File: src/rtl/seg7_pkg.sv
// Shared constants and the hex-to-segment table for the 8-digit scan driver.
// Segment vectors are ordered {g,f,e,d,c,b,a} and are active-high here.
package seg7_pkg;

  localparam int NUM_DIGITS = 8;
  localparam int IDX_W      = 3;

  typedef logic [IDX_W-1:0] digit_idx_t;
  typedef logic [3:0]       nibble_t;
  typedef logic [6:0]       seg_t;

  // Digits 4 and 6 carry the decimal point as a separator between fields.
  localparam logic [NUM_DIGITS-1:0] DP_MASK = 8'b0101_0000;

  // One coherent capture of everything the display shows during a frame.
  typedef struct packed {
    logic [4:0]  opc;
    logic [4:0]  pc;
    logic [15:0] rd;
  } snap_t;

  function automatic seg_t hex7(input nibble_t n);
    seg_t s;
    unique case (n)
      4'h0: s = 7'h3F;
      4'h1: s = 7'h06;
      4'h2: s = 7'h5B;
      4'h3: s = 7'h4F;
      4'h4: s = 7'h66;
      4'h5: s = 7'h6D;
      4'h6: s = 7'h7D;
      4'h7: s = 7'h07;
      4'h8: s = 7'h7F;
      4'h9: s = 7'h6F;
      4'hA: s = 7'h77;
      4'hB: s = 7'h7C;
      4'hC: s = 7'h39;
      4'hD: s = 7'h5E;
      4'hE: s = 7'h79;
      4'hF: s = 7'h71;
      default: s = 7'h00;
    endcase
    return s;
  endfunction

endpackage

File: src/rtl/hex_to_seg7.sv
// Combinational 4-bit to seven-segment decoder (active-high {g,f,e,d,c,b,a}).
// Polarity inversion for the board is done by the caller at the output register.
module hex_to_seg7
  import seg7_pkg::*;
(
  input  logic [3:0] nibble,
  output logic [6:0] seg
);

  assign seg = hex7(nibble);

endmodule

File: src/rtl/seg7_scan_driver.sv
// Time-multiplexes the core's read_data / PC / opcode onto an 8-digit seven-segment
// display, one digit per slot, with a tear-free per-frame snapshot and inter-digit blanking.
module seg7_scan_driver
  import seg7_pkg::*;
#(
  parameter int REFRESH_DIV  = 100000,
  parameter int BLANK_CYCLES = 1000,
  parameter bit SEG_ACT_LOW  = 1'b1,
  parameter bit AN_ACT_LOW   = 1'b1
) (
  input  logic        clock,
  input  logic        reset,
  input  logic [15:0] read_data,
  input  logic [4:0]  PC_out,
  input  logic [4:0]  opcode_out,
  input  logic        hold,
  input  logic [7:0]  blank_mask,
  output logic [6:0]  seg,
  output logic        dp,
  output logic [7:0]  an,
  output logic        frame_tick
);

  if (BLANK_CYCLES >= REFRESH_DIV || REFRESH_DIV < 4) begin : g_bad_params
    $error("seg7_scan_driver: need REFRESH_DIV >= 4 and BLANK_CYCLES < REFRESH_DIV");
  end

  localparam int CNT_W = $clog2(REFRESH_DIV);

  localparam logic [CNT_W-1:0] CNT_MAX     = CNT_W'(REFRESH_DIV - 1);
  localparam logic [CNT_W-1:0] BLANK_START = CNT_W'(BLANK_CYCLES);
  localparam digit_idx_t       IDX_LAST    = digit_idx_t'(NUM_DIGITS - 1);

  // XOR masks turn active-high internal values into board polarity; they are
  // also the "all off" values because 0 ^ mask == mask.
  localparam logic [7:0] AN_POL  = {8{AN_ACT_LOW}};
  localparam logic [6:0] SEG_POL = {7{SEG_ACT_LOW}};
  localparam logic       DP_POL  = SEG_ACT_LOW;

  logic [CNT_W-1:0] cnt;
  digit_idx_t       idx;
  snap_t            snap;

  logic    slot_end;
  logic    frame_end;
  logic    lit;
  nibble_t digit;
  seg_t    seg_hi;
  logic [7:0] an_hi;

  assign slot_end  = (cnt == CNT_MAX);
  assign frame_end = slot_end && (idx == IDX_LAST);

  // ---------------------------------------------------------------------------
  // Prescaler, digit index, snapshot
  // ---------------------------------------------------------------------------
  // NOTE: sequential state uses non-blocking assignments so every register
  // samples the pre-edge values of the others, regardless of statement order.
  always_ff @(posedge clock or posedge reset) begin
    if (reset) begin
      cnt <= '0;
      idx <= '0;
    end else if (slot_end) begin
      cnt <= '0;
      idx <= idx + 1'b1;
    end else begin
      cnt <= cnt + 1'b1;
    end
  end

  // The snapshot is a small register, not a memory, so it is reset: the first
  // frame after reset must show zeros rather than whatever powered up.
  always_ff @(posedge clock or posedge reset) begin
    if (reset) begin
      snap       <= '0;
      frame_tick <= 1'b0;
    end else begin
      frame_tick <= frame_end && !hold;
      if (frame_end && !hold) begin
        snap <= '{opc: opcode_out, pc: PC_out, rd: read_data};
      end
    end
  end

  // ---------------------------------------------------------------------------
  // Digit selection and decode
  // ---------------------------------------------------------------------------
  // NOTE: the default assignment first means every path writes digit, so no
  // latch is inferred even if the case is later edited to be incomplete.
  always_comb begin
    digit = '0;
    unique case (idx)
      3'd0: digit = snap.rd[3:0];
      3'd1: digit = snap.rd[7:4];
      3'd2: digit = snap.rd[11:8];
      3'd3: digit = snap.rd[15:12];
      3'd4: digit = snap.pc[3:0];
      3'd5: digit = {3'b000, snap.pc[4]};
      3'd6: digit = snap.opc[3:0];
      3'd7: digit = {3'b000, snap.opc[4]};
      default: digit = '0;
    endcase
  end

  hex_to_seg7 u_hex_to_seg7 (
    .nibble (digit),
    .seg    (seg_hi)
  );

  assign lit   = (cnt >= BLANK_START) && !blank_mask[idx];
  assign an_hi = 8'b0000_0001 << idx;

  // ---------------------------------------------------------------------------
  // Output registers: one cycle behind cnt/idx, polarity applied last.
  // A single shifted one-hot source guarantees at most one anode is ever on.
  // ---------------------------------------------------------------------------
  always_ff @(posedge clock or posedge reset) begin
    if (reset) begin
      an  <= AN_POL;
      seg <= SEG_POL;
      dp  <= DP_POL;
    end else if (lit) begin
      an  <= an_hi ^ AN_POL;
      seg <= seg_hi ^ SEG_POL;
      dp  <= DP_MASK[idx] ^ DP_POL;
    end else begin
      an  <= AN_POL;
      seg <= SEG_POL;
      dp  <= DP_POL;
    end
  end

endmodule

File: config.mk
export PLATFORM = sky130hd
export DESIGN_NAME = seg7_scan_driver
export DESIGN_NICKNAME = d
export VERILOG_FILES = /design/src/rtl/seg7_pkg.sv /design/src/rtl/hex_to_seg7.sv /design/src/rtl/seg7_scan_driver.sv
export SDC_FILE = /design/constraint.sdc
export NUM_CORES = 1
export LEC_CHECK = 0
export ABC_AREA = 0
export CAP_MARGIN = 10
export CELL_PAD_IN_SITES_DETAIL_PLACEMENT = 0
export CELL_PAD_IN_SITES_GLOBAL_PLACEMENT = 2
export CORE_ASPECT_RATIO = 1.25
export CORE_MARGIN = 1
export CORE_UTILIZATION = 35
export DETAILED_ROUTE_END_ITERATION = 6
export PLACE_DENSITY_LB_ADDON = 0.1
export SYNTH_ARGS = -nofsm -noshare
export SYNTH_HDL_FRONTEND = slang
export SYNTH_SLANG_ARGS = --single-unit
File: constraint.sdc
create_clock -name clock -period 6.3 [get_ports clock]
set_input_delay 1.26 -clock clock [delete_from_list [all_inputs] [get_ports clock]]
set_output_delay 1.26 -clock clock [all_outputs]
set_load 0.02 [all_outputs]
Word-level counts from Yosys, hierarchy flattened:

Memories as Yosys holds them, arrays and structs flattened.
Index checks and enable logic that the tools add are counted.

* ROM bits: 120
* memories: 2
* register bits: 63
* input bits: 37

* reductions and logical operators: 6
* mux-type cells: 8
* add/subtract/negate cells: 2
* order comparisons: 2
* bitwise logic cells: 3
* eq/ne operators: 8
* shift operators: 1

Memory list
* (name not given): depth 16, width 7, rd ports 1, clocked after Yosys merged registers in 0, wr ports 0, line seg7_pkg.sv:24 `unique case (n)`
* (name not given): depth 8, width 1, rd ports 1, clocked after Yosys merged registers in 0, wr ports 0, line seg7_scan_driver.sv:125 `dp <= DP_MASK[idx] ^ DP_POL;`

Operator list (count)
* $pmux W4 S8: 1
* $add A17 B1 Y17 const B: 1
* $eq A17 B17 Y1 const B: 1
* $ge A17 B10 Y1 const B: 1
* $mux W17: 1
* $eq A3 B3 Y1 const B: 4
* $mux W8: 1
* $not A8 Y8: 1
* $shl A1 B3 Y8 const A: 1
* $mux W7: 1
* $not A7 Y7: 1
* $eq A3 B2 Y1 const B: 2
* $lt A3 B4 Y1 const B: 1
* $add A3 B1 Y3 const B: 1
* $bmux W1 S3: 1
* $eq A3 B1 Y1 const B: 1
* $logic_and A1 B1 Y1: 3
* $logic_not A3 Y1: 1
* $mux W1: 3
* $logic_not A1 Y1: 2
* $not A1 Y1: 1

Logic depth before layout (Yosys ltp):

Gate-level depths: netlist of the first run.

* depth in word-level cells: 5
* mapped depth: 11

Modules after synthesis:

Synthesis of the first run repeated with hierarchy kept, for this count alone.

* cells, all modules: 259
* area total of the unflattened synthesis: 3264.4 um2

By module, submodules not included
* seg7_scan_driver: cells an instance 226, area each 2974.1 um2, seq. area each 1596.5 um2, instances 1
* hex_to_seg7: cells an instance 33, area each 290.3 um2, seq. area each 0.0 um2, instances 1

Worst setup path after synthesis of the first run:

Ideal clock, no wire load.

* path type: reg2reg
* start: register idx[2]
* end: register seg[0]
* cell stages (with the launch flop): 12
* buffers on the path: 2
* setup time: 91 ps
* setup slack: 3147 ps
* arrival time: 3061 ps
* cells stage by stage: dfrtp_1 -> buf_1 -> inv_1 -> ha_1 -> or4_4 -> or2_2 -> clkbuf_1 -> a31oi_1 -> inv_1 -> ha_1 -> nor4b_1 -> a311oi_1

* cells in the longest elaborated chain, start to end: 5
* elaborated cells on any way between the ends: 16
* those cells by class: 7 x eq/ne; 4 x mux; 1 x bitwise; 3 x reduce/logical; 1 x memory

Ends and longest elaborated chain
* from (decl): line seg7_scan_driver.sv:41 `digit_idx_t idx;`
* from (signal assigned): line seg7_scan_driver.sv:65 `idx <= idx + 1'b1;`
* $eq A3 B3 Y1 (tied with other cells): line seg7_scan_driver.sv:92 `unique case (idx)`
* $pmux W4 S8 / $mux W1 (equally long branches): line seg7_scan_driver.sv:92, seg7_scan_driver.sv:110
* $mem_v2 Z16 W7 / $logic_not A1 Y1 (equally long branches)
* $not A7 Y7 (no source line) / $logic_and A1 B1 Y1 (equally long branches)
* $mux W7 (*): line seg7_scan_driver.sv:122 `end else if (lit) begin`
* to (signal assigned): line seg7_scan_driver.sv:124 `seg <= seg_hi ^ SEG_POL;`
* to (decl): line seg7_scan_driver.sv:18 `output logic [6:0] seg,`

Mark *: on every way between the ends. The rest lies on a longest branch, timed or not. The select of a mux whose other input is x is not followed.
A chain may end at the register's enable or synchronous reset.

Worst setup path in the final report of the first run:

Same ends and word-level chain as after synthesis.

==> run_results.csv, run 1 <==
group,metric,value,unit
outcome,status,"finished, final reports clean",
clocking,clock_latency,350,ps
setup_path,crit_chain,"inv_1, ha_1, or4_4, or2_2, a31oi_1, inv_1, ha_1, nor4b_1, a311oi_1",
setup_path,r2r_setup_slack,2990,ps
setup_path,worstSetupStartpoint,"idx[2]",
setup_path,critPathBufInv,2,
logic_synthesis,synth_common_cells,"dfrtp_1 (47), mux2_2 (28), nand2_1 (21)",
logic_synthesis,synthSimpleGateAreaFrac,13.7,%
logic_synthesis,synth_edf_count,0,
clocking,cts_tree,"done",
floorplanning,die_w,85.8,um
logic_synthesis,ys_seq_elements,63,
clocking,htreeDepth,3,
sta,final_hold_viol_count,0,
logic_synthesis,synth-compound-area-share,7.13,%
floorplanning,ios,54,
placed_design,gp_congestion,0.770,
floorplanning,initial_core_util,36.6,%
setup_path,crit_path_end,"seg[0]",
route,wl,6480,um
logic_synthesis,synth_area_leader_cell,"dfrtp_1",
finish,antenna_cells,0,
setup_path,cp-start-kind,"flop",
finish,nNetsFinal,363,
setup_path,cp_slowest_cell,"dfrtp_1",
setup_path,cpPeakStageDelay,620,ps
route,drt-vias-per-instance,4.88,
clocking,clockBufferDepth,2,
logic_synthesis,ys_seq_area_share,52.0,%
global_route,grt_pass1_vias,2236,
sta,period_needed,3310,ps
sta,max_freq,0.302,GHz
route,drc_errors,0,
placed_design,pre_cts_ws,2980,ps
sta,rsz0062_at_grt,"no",
setup_path,end_kind,"flop",
power,leakagePower,1.70,nW
clocking,clock-root-buffer,"clkbuf_8",
setup_path,r2r_start,"idx[2]",
sta,fin_ws,2990,ps
logic_synthesis,yosysWarnings,0,
sta,fin_skew,7.78,ps
hold_path,hp-class,"flop to flop",
logic_synthesis,synth_adder_area_share,5.70,%
logic_synthesis,synthMuxAreaShare,13.7,%
logic_synthesis,async_flop_share,100,%
job,drv_cap,0,
placed_design,hpwl,4770,um
setup_path,critPathKind,"flop to flop",
logic_synthesis,mappedNetlistNets,304,
route,vias,2118,
logic_synthesis,ys_types,43,
sta,max_slew_margin,23.5,%
floorplanning,core,8380,sq um
clocking,clk_pin_slew,80,ps
placed_design,portBuffers,53,
logic_synthesis,post-synth-top-area-fraction,38.3,%
clocking,numCtsBuffers,9,
power,total_power,0.773,mW
sta,whs,513,ps
finish,drive_gt1_share,23.3,%
logic_synthesis,synthTopCellsByArea,"dfrtp_1 (38%), dfstp_2 (14%), mux2_2 (10%)",
logic_synthesis,synth_cells,253,
sta,period_share,52.5,%
logic_synthesis,synth-main-ff-cell,"dfrtp_1",
floorplanning,die_area,9150,sq um
logic_synthesis,yosysMostFrequentCell,"dfrtp_1",
clocking,hold_buffers,0,
global_route,grt_remaining_overflow,0,
route,detail-route-antenna-nets,0,
setup_path,critical-path-top-delay-family,"simple AND/OR/NAND/NOR gates",
sta,fin_setup_tns,0,ps
logic_synthesis,synth_top_family_by_area,"simple AND/OR/NAND/NOR gates",
setup_path,reg2regPathDepth,9,
logic_synthesis,synth_xor_area_share,4.85,%
logic_synthesis,syn_area_per_cell,12.1,sq um
clocking,cts_setup_buffers,0,
global_route,grt_max_degree,64,
sta,slew_viol_final,0,
power,p_per_area,197,nW/um^2
floorplanning,dieHeight,107,um
sta,tightest_slew,1140,ps
setup_path,cp.arrival,3560,ps
global_route,grt_util_all_layers,15.8,%
setup_path,crit_path_max_fanout,14,
global_route,grt_pass1_wl,10900,um
clocking,ctsResizeCount,0,
setup_path,crit_required,6560,ps
power,vdd_drop_max,87.6,uV
route,wl_per_cell,14.9,um
finish,syn_to_final_growth,27.5,%
route,dr.pass1.iters,4,
logic_synthesis,netlist_area,3070,sq um
setup_path,r2r_end,"seg[0]",
global_route,antenna_found_initial,0,
setup_path,path_depth,9,
clocking,cts_sinks,63,
floorplanning,core.rowCount,37,
route,drtIter0Drc,60,
sta,setup_viol,0,
[sequential cells by signal, indices dropped and copies added (netlist names)]
name,count
dp,1
frame_tick,1
snap,26
cnt,17
seg,7
idx,3
an,8
[worst min path at each step]
stage / from / to / slack (ps) / cells past startpoint
floorplan: cnt[0] / cnt[0] / 470 / 1
global placement: snap[8] / snap[8] / 500 / 1
detailed placement: snap[8] / snap[8] / 500 / 1
CTS: cnt[14] / cnt[14] / 510 / 1
global route: snap[11] / snap[11] / 540 / 1
finish: cnt[14] / cnt[14] / 510 / 1
[kinds of logic (layout without fill, tap and decap cells)]
kind of cell / Yosys count / after routing
buffers and inverters: 20 / 84
adder cells (fa/ha/maj): 14 / 14
XOR/XNOR: 17 / 17
AO/OA/AOI/OAI: 25 / 25
flip-flops: 63 / 63
multiplexers: 36 / 36
AND/OR/NAND/NOR: 78 / 78
[routing by layer]
| metal | global-route usage [%] | share of wire (%) | wire [um] |
|---|---|---|---|
| met2 | 27.5 | 50 | 3240 |
| met5 | 0 | 0 | 0 |
| met4 | 8.69 | 2.7 | 177 |
| met3 | 2.69 | 3.2 | 207 |
| met1 | 18.2 | 44 | 2850 |
[stage by stage]
stage / utilization, % / instances / instance area, sq um
6_report: 46.7 / 434 / 3910
5_1_grt: 46.7 / 434 / 3910
4_1_cts: 46.7 / 434 / 3910
3_5_place_dp: 44.5 / 418 / 3720
3_3_place_gp: 44.5 / 418 / 3720
2_1_floorplan: - / 253 / 3070
[cell type report]
type,instances,area [sq um]
tap,117,146
clock inverter,6,51.3
multi-input combinational,170,1380
clock buffer,10,138
inverter,12,45.0
sequential,63,1600
fill,817,4470
timing repair buffer,56,553
[cells in the final DEF, fill, tap and decap left out, drive strengths merged, types with 4 or more instances in the layout]
cell / instances
a22o: 4
a31oi: 4
and2: 4
clkbuf: 10
clkdlybuf4s50: 53
dfrtp: 47
dfstp: 16
ha: 14
inv: 15
mux2: 28
mux2i: 6
nand2: 21
nand3: 9
nand4: 4
nor2: 15
nor3: 5
o221ai: 4
xnor2: 9
xor2: 8
[worst reg2reg max path: stages (launching register included)]
cell and delay (ps):
dfrtp_1 620, inv_1 120, ha_1 310, or4_4 540, or2_2 360, a31oi_1 440, inv_1 190, ha_1 260
nor4b_1 310, a311oi_1 80
[where the power goes]
group / leakage [nW] / internal [mW] / switching [mW]
Combinational: 0.798 / 0.0208 / 0.0110
Sequential: 0.811 / 0.405 / 0
Clock: 0.0939 / 0.159 / 0.177
(Power assumes the default switching activity.)
==> inputs of run 2 (changes only) <==
--- a/config.mk
+++ b/config.mk
@@ -11,7 +11,7 @@
 export CELL_PAD_IN_SITES_GLOBAL_PLACEMENT = 2
 export CORE_ASPECT_RATIO = 1.25
 export CORE_MARGIN = 1
-export CORE_UTILIZATION = 35
+export CORE_UTILIZATION = 31
 export DETAILED_ROUTE_END_ITERATION = 6
 export PLACE_DENSITY_LB_ADDON = 0.1
 export SYNTH_ARGS = -nofsm -noshare
==> constraint.sdc (replaced) <==
create_clock -name clock -period 2.71 [get_ports clock]
set_input_delay 0.542 -clock clock [delete_from_list [all_inputs] [get_ports clock]]
set_output_delay 0.542 -clock clock [all_outputs]
set_load 0.02 [all_outputs]
==> run_results.csv, run 2 (synthesis gave the netlist of run 1 again) <==
group,metric,value,unit
finish,reg_top3,"snap x26, cnt x17, an x8",
sta,max_slew_margin,53.0,%
floorplanning,dieHeight,113,um
power,leakagePower,1.87,nW
route,drc_errors,0,
setup_path,cpPeakStageDelay,580,ps
sta,setup_viol,0,
outcome,status,"finished, final reports clean",
finish,antenna_cells,0,
route,wl_per_cell,14.8,um
setup_path,path_depth,5,
finish,multi_input_area,1450,sq um
clocking,clockBufferDepth,2,
sta,fin_setup_tns,0,ps
global_route,grt_max_degree,44,
sta,final_hold_viol_count,0,
route,drtIter0Drc,68,
floorplanning,core.rowCount,40,
global_route,grt_remaining_overflow,0,
global_route,antenna_found_initial,0,
setup_path,end_kind,"flop",
clocking,htreeDepth,3,
finish,design_area,4300,sq um
finish,syn_to_final_growth,40.1,%
global_route,grt_pass1_vias,2311,
sta,rsz0062_at_grt,"no",
route,vias,2206,
floorplanning,die_w,91.0,um
setup_path,crit_required,2910,ps
placed_design,hpwl,5170,um
global_route,grt_pass1_wl,11600,um
clocking,cts_sinks,63,
sta,slew_viol_final,0,
floorplanning,initial_core_util,32.0,%
floorplanning,core,9610,sq um
setup_path,cp_slowest_cell,"or4_1",
clocking,clock-root-buffer,"clkbuf_16",
global_route,grt_util_all_layers,14.8,%
sta,max_freq,0.396,GHz
route,dr.pass1.iters,4,
floorplanning,ios,54,
finish,nNetsFinal,383,
placed_design,dpl_cell_area,3940,sq um
clocking,cts_tree,"done",
finish,nFillCells,938,
hold_path,hp-class,"flop to flop",
finish,top_register,"snap",
route,detail-route-antenna-nets,0,
finish,seq_area,1600,sq um
job,drv_cap,0,
sta,fin_skew,14.2,ps
clocking,clock_latency,330,ps
placed_design,gp_congestion,0.776,
clocking,numCtsBuffers,9,
placed_design,portBuffers,53,
setup_path,cp.arrival,2720,ps
power,p_per_area,526,nW/um^2
setup_path,critPathBufInv,1,
sta,whs,506,ps
setup_path,crit_chain,"or4_1, or4_4, nor3b_4, buf_12, mux2_2",
placed_design,pre_cts_ws,30.8,ps
sta,period_share,93.1,%
clocking,clk_pin_slew,60,ps
finish,largest_reg_flops,26,
finish,mostFrequentLayoutCells,"clkdlybuf4s50_1 (53), dfrtp_1 (47), mux2_2 (28)",
power,total_power,2.26,mW
power,vdd_drop_max,291,uV
sta,fin_ws,186,ps
setup_path,critPathKind,"flop to flop",
route,wl,6840,um
setup_path,crit_path_max_fanout,26,
setup_path,critical-path-top-delay-family,"simple AND/OR/NAND/NOR gates",
sta,tightest_slew,704,ps
finish,final_common_cell,"clkdlybuf4s50_1",
setup_path,reg2regPathDepth,5,
setup_path,cp-start-kind,"flop",
finish,drive_gt1_share,30.3,%
floorplanning,die_area,10300,sq um
sta,period_needed,2520,ps
hold_path,worstHoldPathCells,1,
route,drt-vias-per-instance,4.76,
==> run 2: cell count changes in the layout (fill, tap and decap cells not counted), sizes merged <==
| cell | previous run | this run |
|---|---|---|
| clkbuf | 10 | 11 |
| bufinv | 0 | 2 |
| buf | 3 | 23 |
| inv | 15 | 12 |
==> run 2: worst paths after layout <==
path                           from  endpoint  slack, ps
max                         cnt[12]   snap[3]        190
min                        snap[24]  snap[24]        510
max reg2reg                 cnt[12]   snap[3]        190
min reg2reg                snap[24]  snap[24]        510
max in group asynchronous     reset     an[6]       1510
min in group asynchronous     reset  snap[23]        560
==> run 2: repair_timing <==
action / 4_1_cts / 5_1_grt
gates resized for setup: 0 / 6
buffers inserted: 0 / 2
hold buffers: 0 / 0
setup endpoints to repair: 0 / 7
==> run 2: cell type report <==
cell class                      instances  share of cell area, %
Clock inverter                          5                   1.89
Sequential cell                        63                   37.1
Multi-Input combinational cell        170                   33.7
Clock buffer                           11                   5.64
Timing Repair Buffer                   76                   16.9
Inverter                               12                   1.05
Tap cell                              126                   3.67
==> run 2: per-layer routing <==
metal	vias to the layer above	routed length [um]	global-route usage [%]
li1	1076	-	-
met1	1086	2960	17.2
met2	36	3570	26.6
met3	8	212	3.29
met4	0	91	5.40
met5	-	0	0
==> run 2: power by group <==
part / switching (mW) / internal [mW]
Combinational: 0.0263 / 0.0505
Sequential: 0 / 0.943
Clock: 0.412 / 0.830
==> run 2: per-stage QoR <==
step	instances	utilization, %
final	463	44.8
after global routing	463	44.8
after CTS	461	44.3
after detailed placement	445	41.0
after global placement	445	41.0
after floorplan	253	-
==> inputs of run 3 (changes only) <==
--- a/config.mk
+++ b/config.mk
@@ -13,6 +13,7 @@
 export CORE_MARGIN = 1
 export CORE_UTILIZATION = 31
 export DETAILED_ROUTE_END_ITERATION = 6
+export GPL_TIMING_DRIVEN = 0
 export PLACE_DENSITY_LB_ADDON = 0.1
 export SYNTH_ARGS = -nofsm -noshare
 export SYNTH_HDL_FRONTEND = slang
==> run_results.csv, run 3 (synthesis gave the netlist of run 1 again) <==
group,metric,value,unit
sta,period_share,97.3,%
power,vdd_drop_max,296,uV
route,detail-route-antenna-nets,0,
placed_design,dpl_cell_area,3820,sq um
global_route,antenna_found_initial,0,
global_route,grt_pass1_vias,2252,
finish,final_common_cell,"clkdlybuf4s50_1",
clocking,clockBufferDepth,2,
clocking,clock_latency,330,ps
finish,reg_top3,"snap x26, cnt x17, an x8",
setup_path,crit_required,2960,ps
power,total_power,2.09,mW
finish,layout.cells.non_filler,465,
hold_path,hp-class,"flop to flop",
setup_path,r2r_setup_slack,70,ps
hold_path,worstHoldPathCells,1,
sta,rsz0062_at_grt,"yes",
clocking,hold_buffers,0,
sta,slew_viol_final,0,
finish,largest_reg_flops,26,
global_route,grt_remaining_overflow,0,
setup_path,cp-start-kind,"flop",
route,vias,2192,
clocking,clock-root-buffer,"clkbuf_16",
setup_path,r2r_start,"idx[1]",
finish,drive_gt1_share,32.2,%
floorplanning,initial_core_util,32.0,%
setup_path,end_kind,"flop",
route,drt-vias-per-instance,4.71,
setup_path,reg2regPathDepth,11,
floorplanning,die_area,10300,sq um
power,p_per_area,482,nW/um^2
placed_design,place_inst,433,
route,highest_layer,"met4",
sta,max_slew_margin,56.8,%
floorplanning,core,9610,sq um
floorplanning,ios,54,
route,route.met3.wl,217,um
hold_path,hold_path_end,"snap[20]",
floorplanning,dieHeight,113,um
finish,syn_to_final_growth,41.2,%
finish,multi_input_area,1510,sq um
floorplanning,die_w,91.0,um
finish,nFillCells,954,
sta,period_needed,2640,ps
finish,antenna_cells,0,
route,dr.pass1.iters,4,
finish,seq_area,1600,sq um
floorplanning,core.rowCount,40,
sta,fin_skew,4.45,ps
finish,nNetsFinal,385,
sta,max_freq,0.379,GHz
setup_path,crit_path_max_fanout,5,
route,wl_per_cell,15.0,um
finish,top_register,"snap",
clocking,cts_sinks,63,
clocking,cts_tree,"done",
clocking,clk_pin_slew,50,ps
route,m1WireLength,3080,um
global_route,grt_util_all_layers,15.3,%
placed_design,portBuffers,53,
outcome,status,"finished, final reports clean",
clocking,htreeDepth,3,
finish,mostFrequentLayoutCells,"clkdlybuf4s50_1 (53), dfrtp_1 (45), mux2_2 (28)",
setup_path,critPathKind,"flop to flop",
sta,setup_viol,0,
global_route,grt_max_degree,43,
clocking,numCtsBuffers,9,
placed_design,gp_congestion,0.775,
setup_path,r2r_end,"seg[3]",
sta,final_hold_viol_count,0,
hold_path,hold_start,"snap[20]",
global_route,grt_pass1_wl,11900,um
route,drc_errors,0,
power,leakagePower,1.85,nW
finish,design_area,4340,sq um
route,wl,6990,um
route,dr_wl_met2,3560,um
placed_design,hpwl,5090,um
setup_path,cp.arrival,2880,ps
route,drtIter0Drc,78,
job,drv_cap,0,
sta,tightest_slew,642,ps
run 3: cell types whose count changed in the layout (fill, tap and decap cells not counted), moves of 2 or more:
| cell | delta |
|---|---|
| ha_1 | -6 |
| nor3_1 | +2 |
| ha_4 | +5 |
| nor3_2 | -2 |
| bufinv_16 | -2 |
| buf_6 | +4 |
| dfrtp_2 | +2 |
| clkbuf_1 | +5 |
| buf_4 | -6 |
| dfrtp_1 | -2 |
run 3: final cells by class:
| cell class | instances | share of cell area (%) |
|---|---|---|
| buffer | 7 | 1.13 |
| clock buffer | 13 | 6.00 |
| clock inverter | 3 | 0.404 |
| inverter | 12 | 1.04 |
| multi-input combinational | 170 | 34.9 |
| sequential | 63 | 36.9 |
| tap | 126 | 3.64 |
| timing repair buffer | 71 | 16.0 |
run 3: timing repair:
| item | 4_1_cts | 5_1_grt |
|---|---|---|
| pin swaps | 5 | 3 |
| gates resized for setup | 11 | 10 |
| setup buffers | 8 | 9 |
| setup endpoints to repair | 27 | 10 |
| hold endpoints to repair | 0 | 0 |
run 3: how the worst max path moves through the flow:
stage | from | end | slack [ps] | depth (start not counted)
6_report | idx[1] | seg[3] | 70 | 11
5_1_grt | idx[1] | seg[3] | -40 | 9
4_1_cts | idx[0] | seg[0] | -10 | 9
3_5_place_dp | idx[0] | seg[3] | -350 | 10
3_3_place_gp | reset | cnt[16] | -560 | 2
2_1_floorplan | idx[1] | seg[0] | -9 | 10
run 3: worst max-delay path: stages (launching register included):
cell      delay (ps)
dfrtp_2          440
buf_6            130
ha_4             170
buf_12           130
a22o_1           230
a221oi_1         510
a31oi_4          240
inv_2            160
buf_4            130
ha_2             170
nand2_1           50
a32oi_1          180
run 3: stage by stage:
step / TNS [ps] / hold slack, ps / utilization, % / worst slack, ps
after floorplan: -8.59 / 469 / - / -8.59
after global placement: -28850 / 491 / 39.6 / -565
after detailed placement: -2910 / 495 / 39.8 / -353
after CTS: -10.8 / 507 / 43.8 / -10.8
after global routing: -52.4 / 526 / 45.1 / -40.8
final: 0 / 501 / 45.1 / 71.8
run 3: report_power, final:
group,internal (mW),switching [mW]
Combinational,0.0504,0.0264
Clock,0.666,0.407
Sequential,0.943,0
run 3: metal layers:
layer	vias to the layer above	track usage [%]
met2	41	25.1
met1	1061	19.0
li1	1081	-
met4	0	8.04
met5	-	0
met3	9	3.43
